==> config.mk <==
export PLATFORM = sky130hd
export DESIGN_NAME = instruction_fetch
export DESIGN_NICKNAME = d
export VERILOG_FILES = /design/src/rtl/instruction_fetch.sv
export SDC_FILE = /design/constraint.sdc
export NUM_CORES = 1
export LEC_CHECK = 0
export ABC_AREA = 1
export CORE_ASPECT_RATIO = 0.75
export CORE_UTILIZATION = 46
export CTS_CLUSTER_SIZE = 20
export DETAILED_ROUTE_END_ITERATION = 8
export HOLD_SLACK_MARGIN = 0.06
export PLACE_DENSITY = 0.85
export REMOVE_ABC_BUFFERS = 1
export SYNTH_ARGS = -nofsm -noshare
export SYNTH_HDL_FRONTEND = slang
export SYNTH_SLANG_ARGS = --single-unit
==> constraint.sdc <==
create_clock -name clk -period 2.1 [get_ports clk]
set_input_delay 0.42 -clock clk [delete_from_list [all_inputs] [get_ports clk]]
set_output_delay 0.42 -clock clk [all_outputs]
set_load 0.01 [all_outputs]
==> src/rtl/instruction_fetch.sv <==
// Fetch stage: owns the PC, addresses instruction memory and holds one IF/ID slot toward decode.
// Optional macro IFETCH_MISALIGN_CHECK_EN enables the sticky misaligned-redirect error.
module instruction_fetch #(
  parameter logic [31:0] RESET_PC  = 32'h0000_0000,
  parameter logic [31:0] NOP_INSTR = 32'h0000_0013
) (
  input  logic        clk,
  input  logic        rst_n,
  output logic [31:0] imem_addr,
  input  logic [31:0] imem_instr,
  input  logic        halt,
  input  logic        redirect_valid,
  input  logic [31:0] redirect_pc,
  output logic        out_valid,
  input  logic        out_ready,
  output logic [31:0] out_pc,
  output logic [31:0] out_instr,
  output logic [31:0] fetch_count,
  output logic        fetch_err
);

  logic [31:0] pc_p0, pc_p0_nxt;
  logic        vld_p1, vld_p1_nxt;
  logic [31:0] pc_p1, pc_p1_nxt;
  logic [31:0] instr_p1, instr_p1_nxt;
  logic [31:0] count;
  logic        err;
  logic        slot_free;
  logic        handoff;
  logic        fetch_block;
  logic        redirect_take;
  logic [31:0] redirect_target;

  assign slot_free = !vld_p1 || out_ready;
  assign handoff   = vld_p1 && out_ready;

`ifdef IFETCH_MISALIGN_CHECK_EN
  logic misalign;
  // Once the error is latched the stage freezes fetching and ignores redirects until reset.
  assign misalign        = redirect_valid && !err && (redirect_pc[1:0] != 2'b00);
  assign fetch_block     = halt || err;
  assign redirect_take   = redirect_valid && !err;
  assign redirect_target = redirect_pc;

  always_ff @(posedge clk) begin
    if (!rst_n) begin
      err <= 1'b0;
    end else if (misalign) begin
      err <= 1'b1;
    end
  end
`else
  logic unused_redirect_low;
  assign unused_redirect_low = ^redirect_pc[1:0];
  assign fetch_block     = halt;
  assign redirect_take   = redirect_valid;
  assign redirect_target = {redirect_pc[31:2], 2'b00};
  assign err             = 1'b0;
`endif

  always_comb begin
    pc_p0_nxt    = pc_p0;
    vld_p1_nxt   = vld_p1;
    pc_p1_nxt    = pc_p1;
    instr_p1_nxt = instr_p1;
    if (redirect_take) begin
      // Flush wins over stall; out_pc keeps its last value.
      pc_p0_nxt    = redirect_target;
      vld_p1_nxt   = 1'b0;
      instr_p1_nxt = NOP_INSTR;
    end else if (!fetch_block && slot_free) begin
      pc_p0_nxt    = pc_p0 + 32'd4;
      vld_p1_nxt   = 1'b1;
      pc_p1_nxt    = pc_p0;
      instr_p1_nxt = imem_instr;
    end else if (slot_free) begin
      vld_p1_nxt   = 1'b0;
      instr_p1_nxt = NOP_INSTR;
    end
  end

  // ---- stage p0: program counter driving instruction memory ----
  always_ff @(posedge clk) begin
    if (!rst_n) begin
      pc_p0 <= RESET_PC;
    end else begin
      pc_p0 <= pc_p0_nxt;
    end
  end

  // ---- stage p1: IF/ID output slot ----
  always_ff @(posedge clk) begin
    if (!rst_n) begin
      vld_p1   <= 1'b0;
      pc_p1    <= 32'h0000_0000;
      instr_p1 <= NOP_INSTR;
      count    <= 32'h0000_0000;
    end else begin
      vld_p1   <= vld_p1_nxt;
      pc_p1    <= pc_p1_nxt;
      instr_p1 <= instr_p1_nxt;
      if (handoff) begin
        count <= count + 32'd1;
      end
    end
  end

  assign imem_addr   = pc_p0;
  assign out_valid   = vld_p1;
  assign out_pc      = pc_p1;
  assign out_instr   = instr_p1;
  assign fetch_count = count;
  assign fetch_err   = err;

endmodule

# Word-level counts from Yosys, hierarchy flattened

Index checks and enable logic that the tools add are counted.
Widths: inputs -> output; s select.

$add $sub $neg: 2
Mux-type cells: 6
Reduce and logical (&&, ||, !) cells: 9
Bitwise gates (word level): 2

Operator list:

| operator              | number |
|---|---|
| $mux 32               | 4 |
| $add 32x1->32 const B | 1 |
| $add 32x3->32 const B | 1 |
| $reduce_bool 2->1     | 2 |
| $logic_and 1x1->1     | 2 |
| $logic_not 1->1       | 2 |
| $mux 1                | 2 |
| $not 1->1             | 2 |
| $reduce_and 2->1      | 1 |
| $reduce_or 2->1       | 1 |
| $logic_or 1x1->1      | 1 |

Register bits after elaboration: 129
Input bits: 69
Logic and storage cells: 25

# Depth between registers and ports, before layout

Depth after elaboration: 5
Gate-level depth with buffers: 11

# Least setup slack after synthesis

Ideal clock, no wire load.

Path kind: register to register
From: register count[1] (netlist: fetch_count[1])
To: register count[20] (netlist: fetch_count[20])
Cell stages (with the launch flop): 9
Path slack: 0.498 ns
Required time: 1.984 ns
Clock period less this slack: 1.602 ns
Arrival: 1.486 ns
Cells stage by stage: dfxtp_1 ha_1 inv_1 nor2_2 nand2_1 nor3b_2 nand3_1 o21ai_0 nor2_1

Word-level cells in the longest chain between the ends: 1

Ends and longest elaborated chain:

| element                | line | text |
|---|---|---|
| start, declared        | 26   | `logic [31:0] count;` |
| start signal, assigned | 103  | `count <= count + 32'd1;` |
| $add 32x1->32          | 103  |  |

No other way between the ends.
A chain may end at the register's enable or synchronous reset.

# Worst setup path after layout

From: register pc_p0[3] (netlist: imem_addr[3])
To: register pc_p0[22] (netlist: imem_addr[22])

Word-level cells in the longest chain between the ends: 3

Ends and longest elaborated chain:

| element                | line | text |
|---|---|---|
| start, declared        | 22   | `logic [31:0] pc_p0, pc_p0_nxt;` |
| start signal, assigned | 87   | `pc_p0 <= pc_p0_nxt;` |
| $add 32x3->32          | 72   | `pc_p0_nxt = pc_p0 + 32'd4;` |
| $mux 32                | 71   | `end else if (!fetch_block && slot_free) begin` |
| $mux 32                | 66   | `if (redirect_take) begin` |

No other way between the ends. The select of a mux whose other input is x is not followed.

==> results.md <==
- Buffer depth of the longest clock path: 2
- R2R Setup Slk: 140 ps
- Via count: 6,722
- # setup viols final: 0
- Vias in the first global route: 6,161
- Hold Path Class: in -> reg
- Clock-pin slew on the worst setup and hold paths: 60 ps
- Power, Total: 0.00613 W
- Die area: 0.0134 sq mm
- GPL Wtd Cong: 0.929
- I/O pin total: 199
- Share of layout cells above drive strength 1: 7.95%
- PD cells: 696 mW/mm^2
- Number of synthesized register bits: 125
- # port buffers: 191
- Most common cell after layout, fill and taps aside: nand2_1
- CP startpoint kind: flop
- Yosys warning total: 0
- Gr ovfl total: 0
- Area delta synth->final: 47.5%
- Dpl cells: 1,253
- Worst vdd ir: 0.000703 V
- R2R Path Start: imem_addr[3]$_SDFFE_PN0P_
- Leading post-synthesis cells by cell area: dfxtp_1, nand2_1, nor2_1, nand3_1, inv_1
- Setup TNS: 0 ps
- DR WL/cell: 14.8 um
- Required time of the critical path: 2400 ps
- Chip width: 134 um
- Synth top area share: 41.9%
- Final nets: 1,177
- Sink Count: 125
- First-pass GRT wire length: 30,100 um
- DR iter-0 viols: 544
- Asr flop ratio synth: 0%
- Post-route ant nets: 0
- Clk_skew: 12.1 ps
- Worst reg-to-reg path cell count: 10
- Cells after Synth: 892
- Yosys top cell by area: dfxtp_1
- Drt first pass iters: 5
- Clock latency on the worst-skew pair: 410 ps
- Worst Path Max Fanout: 5
- Starting Density: 47.8%
- Pin count of the biggest net entering global routing: 57
- Global routing's busiest layer: met2
- Status: finished, final reports clean
- RR Endpoint: imem_addr[22]$_SDFFE_PN0P_
- Max-cap violation count: 0
- Mapped cell area: 0.00597 sq mm
- Min-delay src: rst_n
- RSZ-0062 raised after global routing: no
- Drt drc: 0
- GRT Total Usage: 28.6%
- H-tree lvl count: 4
- Row count: 35
- Arrival @ worst endpoint: 2270 ps
- Core area: 0.0125 sq mm
- Critical Path End Type: flop
- Antenna violations before repair: 0
- Post-synth EDFFs: 0
- Final Cell Area: 0.00880 sq mm
- Leakage power: 3.44 nW
- Minimum clock period: 1960 ps
- Post-layout util: 70.5%
- Final clock period utilization by the worst path: 93.5%
- Die Y: 101 um
- DP Area: 0.00822 sq mm
- Top_reg_cell synth: dfxtp_1
- Crit path kind: reg -> reg
- Worst slew pin tran: 591 ps
- Worst Hold Path Cells: 3
- Sequential share of the synthesized area: 41.9%
- Met3 GRT Util: 9.35%
- Slew Limit Headroom: 60.6%
- Most frequent cells in the layout: nand2_1, clkdlybuf4s50_1, nor2_1
- Final wirelength: 19,100 um
- Post-DR vias/cell: 5.23
- Met1 Usage GRT: 37.2%
- Mapped Avg Cell Area: 6.69 sq um
- CTS buffer count: 17
- Post-detail-place hpwl: 13,800 um
- Slew Viols, Final: 0
- Hold Path End: fetch_count[15]$_SDFFE_PN0P_
- Final Hold Viols: 0
- Diode count: 0
- CTS tree: yes
- Max Freq: 510 MHz
- CTS root buf: clkbuf_16
- Final std cells w/o fill: 1,285
- Distinct cells, synth: 40
- Met2 Resource Use GR: 44.5%
## worst max path at each step
stage | cells past startpoint | slack [ps] | start | endpoint
floorplan | 9 | -400 | out_valid$_SDFFE_PP0P_ | imem_addr[27]$_SDFFE_PN0P_
global placement | 8 | -20 | out_ready | fetch_count[24]$_SDFFE_PN0P_
detailed placement | 8 | -80 | out_ready | fetch_count[24]$_SDFFE_PN0P_
CTS | 1 | 160 | out_valid$_SDFFE_PP0P_ | out_valid
global route | 10 | 60 | imem_addr[3]$_SDFFE_PN0P_ | imem_addr[22]$_SDFFE_PN0P_
finish | 10 | 140 | imem_addr[3]$_SDFFE_PN0P_ | imem_addr[22]$_SDFFE_PN0P_
## cell type report
class                   count  area [sq um]
well taps                 166           208
clock buffers              21           450
repair buffers            230          2210
fillers                  1069          3680
clock inverters            11           119
multi-input cells         635          2940
flip-flops and latches    125          2500
inverters                  97           367
## critical path, stage by stage (launching register included)
cell	delay, ps
dfxtp_1	430
ha_1	220
nand2_1	90
nor2_2	190
nand3_1	200
nor2_1	330
nand3_1	150
nand2_1	80
nand3b_1	70
nand2_1	60
inv_1	50
## sequential cells by signal, indices dropped and copies added (netlist names)
| signal | cells |
|---|---|
| out_pc | 30 |
| out_instr | 32 |
| fetch_count | 32 |
| imem_addr | 30 |
| out_valid | 1 |
## per-layer routing
layer	wire length [um]	share of wire [%]	vias to the layer above
met5	0	0	-
met2	8230	43	342
met4	323	1.7	0
met3	2100	11	24
li1	-	-	3297
met1	8400	44	3059
## power breakdown
part           internal [W]  switching (W)  leakage (nW)  total, W
registers           0.00246      0.0000830          1.02   0.00255
logic              0.000376       0.000361          2.14  0.000737
clock network       0.00177        0.00107         0.281   0.00284
total               0.00461        0.00152          3.44   0.00613
## synthesized netlist by cell type, drive strengths merged, types with 7 or more instances
| master | number |
|---|---|
| nand2 | 220 |
| nor2 | 142 |
| dfxtp | 125 |
| inv | 97 |
| nand3 | 71 |
| a21oi | 68 |
| o21ai | 56 |
| clkbuf | 21 |
| buf | 18 |
| nand4 | 13 |
| nor3 | 12 |
| xor2 | 9 |
| a31oi | 7 |
| nand3b | 7 |
## cell families (layout without fill, tap and decap cells)
group | after synthesis | after routing | share of synthesized area, %
xor gates and xnor gates | 14 | 14 | 2.05
and+or+nand+nor | 469 | 469 | 33.6
other | 1 | 5 | 0.0628
buffers and inverters | 136 | 359 | 9.12
DFF | 125 | 125 | 41.9
AOI/OAI and AO/OA | 145 | 145 | 12.9
adders and majority gates | 2 | 2 | 0.419
## per-stage QoR
stage | hold slack [ps] | setup WS [ps]
after detailed placement | 447 | -82.0
after global routing | 404 | 57.5
after floorplan | 482 | -404
after global placement | 449 | -24.7
final | 401 | 138
after CTS | 396 | 160
## timing repair
item | 4_1_cts | 5_1_grt
buffers inserted | 0 | 0
setup endpoints to repair | 0 | 2
hold buffers | 0 | 0
gates resized for setup | 0 | 1
hold endpoints to repair | 0 | 0
Power figures use the tool's default switching activity.
